==> src/rtl/apb_arbiter_2to1.sv <==
// rtl/apb_arbiter_2to1.sv - two-requester round-robin APB arbiter with per-transfer timeout
`timescale 1ns/1ps
module apb_arbiter_2to1 #(
    parameter int G_ADDR_WIDTH = 4,
    parameter int G_TIMEOUT    = 16
) (
    input  logic                    clk,
    input  logic                    rst_n,
    input  logic                    s0_apb_psel,
    input  logic                    s0_apb_penable,
    input  logic                    s0_apb_pwrite,
    input  logic [2:0]              s0_apb_pprot,
    input  logic [G_ADDR_WIDTH-1:0] s0_apb_paddr,
    input  logic [31:0]             s0_apb_pwdata,
    input  logic [3:0]              s0_apb_pstrb,
    output logic                    s0_apb_pready,
    output logic [31:0]             s0_apb_prdata,
    output logic                    s0_apb_pslverr,
    input  logic                    s1_apb_psel,
    input  logic                    s1_apb_penable,
    input  logic                    s1_apb_pwrite,
    input  logic [2:0]              s1_apb_pprot,
    input  logic [G_ADDR_WIDTH-1:0] s1_apb_paddr,
    input  logic [31:0]             s1_apb_pwdata,
    input  logic [3:0]              s1_apb_pstrb,
    output logic                    s1_apb_pready,
    output logic [31:0]             s1_apb_prdata,
    output logic                    s1_apb_pslverr,
    output logic                    m_apb_psel,
    output logic                    m_apb_penable,
    output logic                    m_apb_pwrite,
    output logic [2:0]              m_apb_pprot,
    output logic [G_ADDR_WIDTH-1:0] m_apb_paddr,
    output logic [31:0]             m_apb_pwdata,
    output logic [3:0]              m_apb_pstrb,
    input  logic                    m_apb_pready,
    input  logic                    m_apb_pslverr,
    input  logic [31:0]             m_apb_prdata
);
    localparam int CW = (G_TIMEOUT > 1) ? $clog2(G_TIMEOUT) : 1;
    localparam logic [CW-1:0] TO_LAST = (G_TIMEOUT > 0) ? CW'(G_TIMEOUT - 1) : '0;

    typedef enum logic [1:0] {ST_IDLE, ST_SETUP, ST_ACCESS, ST_RESP} state_t;

    state_t                  state, state_nxt;
    logic                    last_grant;
    logic                    lat_pwrite;
    logic [2:0]              lat_pprot;
    logic [G_ADDR_WIDTH-1:0] lat_paddr;
    logic [31:0]             lat_pwdata;
    logic [3:0]              lat_pstrb;
    logic [31:0]             rsp_prdata;
    logic                    rsp_pslverr;
    logic [CW-1:0]           to_cnt;

    logic grant_sel, do_grant, do_capture, do_timeout, rsp_fire;
    logic g_psel, g_penable, timeout_hit, m_active;

    // Next-state decode: arbitration in IDLE, completion/timeout in ACCESS, upstream handback in RESP
    always_comb begin
        grant_sel   = (s0_apb_psel && s1_apb_psel) ? ~last_grant : s1_apb_psel;
        g_psel      = last_grant ? s1_apb_psel : s0_apb_psel;
        g_penable   = last_grant ? s1_apb_penable : s0_apb_penable;
        timeout_hit = (G_TIMEOUT != 0) && (to_cnt == TO_LAST);
        state_nxt   = state;
        do_grant    = 1'b0;
        do_capture  = 1'b0;
        do_timeout  = 1'b0;
        rsp_fire    = 1'b0;
        case (state)
            ST_IDLE: begin
                if (s0_apb_psel || s1_apb_psel) begin
                    do_grant  = 1'b1;
                    state_nxt = ST_SETUP;
                end
            end
            ST_SETUP: state_nxt = ST_ACCESS;
            ST_ACCESS: begin
                if (m_apb_pready) begin
                    do_capture = 1'b1;
                    state_nxt  = ST_RESP;
                end else if (timeout_hit) begin
                    do_timeout = 1'b1;
                    state_nxt  = ST_RESP;
                end
            end
            ST_RESP: begin
                // A granted requester that abandons its transfer forfeits the response
                if (!g_psel) begin
                    state_nxt = ST_IDLE;
                end else if (g_penable) begin
                    rsp_fire  = 1'b1;
                    state_nxt = ST_IDLE;
                end
            end
            default: state_nxt = ST_IDLE;
        endcase
    end

    // State register and round-robin pointer; last_grant=1 so port 0 wins the first contention
    always_ff @(posedge clk or negedge rst_n) begin
        if (!rst_n) begin
            state      <= ST_IDLE;
            last_grant <= 1'b1;
        end else begin
            state <= state_nxt;
            if (do_grant) begin
                last_grant <= grant_sel;
            end
        end
    end

    // Request latch, timeout counter and captured response
    always_ff @(posedge clk or negedge rst_n) begin
        if (!rst_n) begin
            lat_pwrite  <= 1'b0;
            lat_pprot   <= '0;
            lat_paddr   <= '0;
            lat_pwdata  <= '0;
            lat_pstrb   <= '0;
            rsp_prdata  <= '0;
            rsp_pslverr <= 1'b0;
            to_cnt      <= '0;
        end else begin
            if (do_grant) begin
                lat_pwrite <= grant_sel ? s1_apb_pwrite : s0_apb_pwrite;
                lat_pprot  <= grant_sel ? s1_apb_pprot  : s0_apb_pprot;
                lat_paddr  <= grant_sel ? s1_apb_paddr  : s0_apb_paddr;
                lat_pwdata <= grant_sel ? s1_apb_pwdata : s0_apb_pwdata;
                lat_pstrb  <= grant_sel ? s1_apb_pstrb  : s0_apb_pstrb;
                to_cnt     <= '0;
            end else if (state == ST_ACCESS) begin
                to_cnt <= to_cnt + CW'(1);
            end
            if (do_capture) begin
                rsp_prdata  <= lat_pwrite ? 32'h0 : m_apb_prdata;
                rsp_pslverr <= m_apb_pslverr;
            end else if (do_timeout) begin
                rsp_prdata  <= 32'h0;
                rsp_pslverr <= 1'b1;
            end
        end
    end

    assign m_active       = (state == ST_SETUP) || (state == ST_ACCESS);
    assign m_apb_psel     = m_active;
    assign m_apb_penable  = (state == ST_ACCESS);
    assign m_apb_pwrite   = m_active & lat_pwrite;
    assign m_apb_pprot    = m_active ? lat_pprot  : '0;
    assign m_apb_paddr    = m_active ? lat_paddr  : '0;
    assign m_apb_pwdata   = m_active ? lat_pwdata : '0;
    assign m_apb_pstrb    = m_active ? lat_pstrb  : '0;

    assign s0_apb_pready  = rsp_fire & ~last_grant;
    assign s1_apb_pready  = rsp_fire & last_grant;
    assign s0_apb_prdata  = s0_apb_pready ? rsp_prdata : '0;
    assign s1_apb_prdata  = s1_apb_pready ? rsp_prdata : '0;
    assign s0_apb_pslverr = s0_apb_pready & rsp_pslverr;
    assign s1_apb_pslverr = s1_apb_pready & rsp_pslverr;
endmodule
==> config.mk <==
export PLATFORM = sky130hd
export DESIGN_NAME = apb_arbiter_2to1
export DESIGN_NICKNAME = d
export VERILOG_FILES = /design/src/rtl/apb_arbiter_2to1.sv
export SDC_FILE = /design/constraint.sdc
export NUM_CORES = 1
export LEC_CHECK = 0
export BUFFER_PORTS_ARGS = -buffer_cell sky130_fd_sc_hd__buf_4
export CORE_MARGIN = 2
export CORE_UTILIZATION = 29
export CTS_CLUSTER_DIAMETER = 30
export DETAILED_ROUTE_END_ITERATION = 16
export PLACE_DENSITY = 0.56
export SYNTH_ARGS = -nofsm -noshare
export SYNTH_HDL_FRONTEND = slang
export SYNTH_SLANG_ARGS = --single-unit
==> constraint.sdc <==
create_clock -name clk -period 3.8 [get_ports clk]
set_clock_uncertainty 0.2 [all_clocks]
set_input_delay 0.76 -clock clk [delete_from_list [all_inputs] [get_ports clk]]
set_output_delay 0.76 -clock clk [all_outputs]
set_load 0.01 [all_outputs]
Word-level counts from Yosys, hierarchy flattened
Index checks and enable logic that the tools add are counted.

operators by class
  add/sub/neg operators = 1
  equal/unequal tests = 7
  multiplexer cells = 37
  bitwise operators = 6
  reductions and logical operators = 7

operator list
  kind                                                                      count
  32-bit two-way mux                                                        7
  4-bit two-way mux                                                         6
  1-bit two-way mux                                                         16
  2-bit two-way mux                                                         5
  2-bit one-hot mux with 4 select lines                                     1
  3-bit two-way mux                                                         2
  1-bit AND                                                                 5
  4-bit by 1-bit adder with 4-bit output (second input constant)            1
  2-bit equality test (second input constant)                               2
  4-bit equality test (second input constant)                               1
  2-bit nonzero test                                                        2
  3-bit by 1-bit inequality test with 1-bit output (second input constant)  1
  3-bit inequality test (second input constant)                             1
  3-bit AND reduction                                                       1
  2-bit by 1-bit equality test with 1-bit output (second input constant)    1
  2-bit zero test                                                           1
  1-bit logical OR                                                          2
  2-bit inequality test (second input constant)                             1
  1-bit logical AND                                                         1
  1-bit inverter                                                            1

word-level totals
  register bits = 84
  input port bits = 128
  output and inout port bits = 114
  logic and storage cells = 68

Depth between registers and ports, before layout
  word-level depth = 6
  gate-level depth with buffers = 7
  mapped depth without buffers = 5

Worst setup path after synthesis
No wires, ideal clock.

  path kind = input port to output port
  start point = in s0_apb_psel
  end point = out s0_apb_prdata[10]
  arrival time = 1.416 ns
  data required time = 2.840 ns
  path slack = 1.424 ns
  cell stages on the path = 3
  buffers on the path = 1
  cell sequence = and4b_1 > clkbuf_1 > and2_1

between the ends
  cells in the longest elaborated chain, start to end = 5

ends and longest elaborated chain
  element             RTL line  text
  start: declaration  9         input logic s0_apb_psel,
  1-bit two-way mux   62        g_psel = last_grant ? s1_apb_psel : s0_apb_psel;
  1-bit two-way mux   89        if (!g_psel) begin
  1-bit two-way mux   70        case (state)
  1-bit AND           154       assign s0_apb_pready = rsp_fire & ~last_grant;
  32-bit two-way mux  156       assign s0_apb_prdata = s0_apb_pready ? rsp_prdata : '0;
  end: declaration    17        output logic [31:0] s0_apb_prdata,

Every way passes these cells.

Worst setup path after layout
  start point = reg last_grant
  end point = out s1_apb_prdata[2]

between the ends
  cells in the longest elaborated chain, start to end = 6
  elaborated cells on any way between the ends = 7
  classes of those cells = mux (6); bitwise (1)

ends and longest elaborated chain
  element                   RTL line  text
  start: declaration        46        logic last_grant;
  start signal: assignment  108       last_grant <= grant_sel;
  1-bit two-way mux         63        g_penable = last_grant ? s1_apb_penable : s0_apb_penable;
  1-bit two-way mux         91        end else if (g_penable) begin
  1-bit two-way mux         89
  1-bit two-way mux         70
  1-bit AND (*)             155       assign s1_apb_pready = rsp_fire & last_grant;
  32-bit two-way mux (*)    157       assign s1_apb_prdata = s1_apb_pready ? rsp_prdata : '0;
  end: declaration          27        output logic [31:0] s1_apb_prdata,

Mark *: on every way between the ends. The rest lies on a longest branch, timed or not.

==> implementation parameters <==
Parameter                              Value

Setup path
  Critical path, cell by cell ... and4_1, and2_1, buf_4
  Source of the worst register-to-register timing path ... state[1]
  Kind of critical path ... reg2out
  Delay of the slowest cell on the worst path ... 0.77 ns
  Data required, critical path ... 2.84 ns
  Cell family with most CP delay ... simple AND/OR/NAND/NOR gates
  Maximum fanout along the worst path ... 34
  Critical Path End Type ... output port
  Number of cells on the worst reg-to-reg path ... 5
  Count of buffering cells on the critical path with inverters included ... 1
  Worst endpoint data arrival time ... 2.08 ns
  Critical register-to-register path endpoint ... lat_pstrb[1]
  Slowest stage cell on the critical path ... and4_1
  Type of element launching the critical path ... flip-flop
  Setup slack on the worst flop-to-flop path ... 1.76 ns

Die
  I/O pin count ... 242
  Die area ... 0.0162 sq mm
  Standard cell core area ... 0.0150 sq mm
  Initial standard-cell utilization of the core ... 0.293
  Die width ... 127 um
  Die boundary height ... 127 um
  Standard-cell row count ... 45

Pwr
  Clk pwr share ... 0.206
  Static leakage ... 3.42 nW
  Switching share of power ... 0.357
  Total power density per cell area ... 683 mW/mm^2
  Proportion of power drawn by flip-flops and latches ... 0.342
  Portion of total power attributed to combinational logic ... 0.452
  Sw Pwr ... 1.62 mW
  Int Power ... 2.91 mW
  Maximum vdd ir drop ... 0.285 mV

Timing
  Count of final hold-check violations ... 0
  Slew HR ... 0.421
  Summed negative setup slack over all endpoints ... 0 ns
  Final setup viols ... 0
  Number of pins with negative max-slew slack in the final report ... 0
  RSZ-0062 raised after global routing ... false
  Time the worst path needs with I/O delays and setup ... 3.04 ns
  Measured slew at the worst slew-check pin ... 0.868 ns
  Peak clock frequency supported by timing ... 329 MHz
  Share of the clock period used by the worst path ... 0.800

Clocking
  Number of clock buffers inserted by TritonCTS ... 9
  Insertion delay to the later sink of the worst-skew pair ... 0.33 ns
  Cts-stage hold buffer count ... 0
  Reg clk slew, reported paths ... 0.06 ns
  CTS Root Cell ... clkbuf_16
  CTS sink cnt ... 84
  CTS tree ... yes
  Number of setup buffers added after CTS ... 0
  Number of gates resized after cts ... 0
  Maximum buffer depth of the clock tree ... 2
  Clock H-tree levels ... 3

Final layout
  Final Net Count ... 791
  Count of inserted antenna diode cells ... 0
  Fraction of final layout cells with drive strength greater than 1 ... 0.406
  Area of all placed cells without fillers ... 0.00663 sq mm
  Area delta synth->final ... 50.3%

Synth
  Area leader, netlist ... dfrtp_1
  Top post-synthesis cells by count ... 110 x and2_1, 83 x dfrtp_1, 48 x nand2_1, 45 x mux2i_1, 41 x o21ai_1
  Most numerous cell in the Yosys netlist ... and2_1
  Synthesis warning total ... 0
  Number of standard cells after synthesis ... 431
  Top cells by area in the synthesized netlist ... dfrtp_1 47%, and2_1 16%, mux2i_1 10%
  Post-synth design cell area ... 0.00441 sq mm
  Distinct cell type count of the synthesized netlist ... 32
  Number of flops mapped to enable cells by yosys ... 0
  Share of the synthesized area in the top cell type ... 0.471
  Register area share after synthesis ... 0.477
  Number of synthesized register bits ... 84
  Number of nets produced by synthesis ... 564
  Share of flip-flops with an asynchronous set or reset after synthesis ... 1.00
  Synth Area per Inst ... 10.2 sq um
  Most used DFF post-synth ... dfrtp_1

Global route
  Via count of the first global-routing pass ... 3720
  Pin count of the biggest net entering global routing ... 89
  Sum of overflow across all layers after global routing ... 0
  Overall Global Routing Usage ... 0.153
  Initial antenna violation count ... 0
  Global-route wire length before repair ... 19300 um

Placed design
  Count of buffers from port buffering ... 241
  Placed Instance Area ... 0.00631 sq mm
  Hpwl dp ... 9210 um
  RD Place Congestion ... 0.738

Route
  DRC viols ... 0
  Total via count in the routed design ... 3799
  Antenna Violating Nets Remaining ... 0
  Violation count after the first detailed-route iteration ... 94
  Total Routed Length ... 12200 um
  Average routed wire per standard cell ... 14.4 um
  Average vias per placed instance ... 4.46
  First-pass detailed-route iteration total ... 4

Flow run
  Max-capacitance violation count ... 0

Run status
  Status ... finished, final reports clean

Hold path
  HP Class ... in2async
placed cells by master (no fill, tap or decap):
cell       instances
buf_4            247
ha_1               5
o21ai_4            1
clkbuf_8           1
nand4_1            1
a21oi_1            2
and2_1           110
a31oi_1            2
dfrtp_1           83
and3b_2            1
nand2b_1           1
mux2i_1           45
clkbuf_16          9
a21boi_4           1
nand2_1           48
nor2_2             1
dfstp_2            1
nor2b_1            1
a22o_1            32
inv_1              3
a32oi_1            1
bufinv_16          2
and4b_1            1
buf_12             1
nand3_1            1
clkinv_2           3
clkbuf_1           1
xor2_1             2
xnor2_1            1
nor3b_1            1
and4_1             1
mux2_2             1
o21ai_0            4
o21ai_1           41
nor2_1             7
layer usage:
layer  vias to the layer above  share of wire  global-route usage
met1                      1696           0.45               0.194
met2                       189           0.44               0.237
li1                       1901              -                   -
met4                         0          0.017              0.0614
met5                         -              0                   0
met3                        13          0.099              0.0553
metrics by stage:
stage	total power [mW]	hold WS (ns)	util	setup WS, ns	std cells
finish	4.52	0.128	0.441	0.761	851
global route	4.90	0.140	0.441	0.507	851
CTS	4.61	0.125	0.441	0.725	851
detailed placement	3.64	0.269	0.420	0.776	835
global placement	3.61	0.257	0.420	0.870	835
floorplan	2.75	0.242	-	1.42	431
state kept, by name (all words and copies together) (netlist names):
signal       count
last_grant       1
lat_paddr        4
lat_pprot        3
lat_pstrb        4
lat_pwdata      32
lat_pwrite       1
rsp_prdata      32
rsp_pslverr      1
state            2
to_cnt           4
power groups by stage:
| stage | sequential [mW] | combinational (mW) | clock (mW) |
|---|---|---|---|
| after floorplan | 1.46 | 1.28 | 0 |
| after global placement | 1.55 | 2.06 | 0 |
| after detailed placement | 1.56 | 2.08 | 0 |
| after CTS | 1.55 | 2.09 | 0.975 |
| after global routing | 1.60 | 2.29 | 1.01 |
| final | 1.55 | 2.05 | 0.933 |
area by class of cell:
| class | count | area [sq um] |
|---|---|---|
| fillers | 1425 | 8410 |
| flip-flops and latches | 84 | 2100 |
| multi-input cells | 312 | 2080 |
| repair buffers | 248 | 1870 |
| clock buffers | 11 | 243 |
| well taps | 188 | 235 |
| clock inverters | 5 | 75.1 |
| inverters | 3 | 11.3 |
worst max path at each step:
| stage | end | slack [ns] | from | cells past startpoint |
|---|---|---|---|---|
| 6_report | s1_apb_prdata[2] | 0.76 | last_grant | 3 |
| 5_1_grt | s0_apb_prdata[27] | 0.51 | state[1] | 4 |
| 4_1_cts | s1_apb_prdata[10] | 0.73 | last_grant | 3 |
| 3_5_place_dp | s0_apb_prdata[3] | 0.78 | s0_apb_psel | 4 |
| 3_3_place_gp | s0_apb_prdata[3] | 0.87 | s0_apb_psel | 4 |
| 2_1_floorplan | s0_apb_prdata[10] | 1.42 | s0_apb_psel | 3 |
cell families after synthesis:
kind of cell | Yosys count | share of synthesized area
AOI/OAI and AO/OA | 84 | 0.126
xor gates and xnor gates | 3 | 0.00596
adders and majority gates | 5 | 0.0142
buffers and inverters | 35 | 0.0539
DFF | 84 | 0.477
muxes | 46 | 0.105
and+or+nand+nor | 174 | 0.217
worst reg2reg max path, cell delays in order, from the launching register on:
cell and delay [ns]:
dfrtp_1 0.39, inv_1 0.08, ha_1 0.26, o21ai_4 0.08, buf_4 0.60, o21ai_0 0.28
Power figures use the tool's default switching activity.
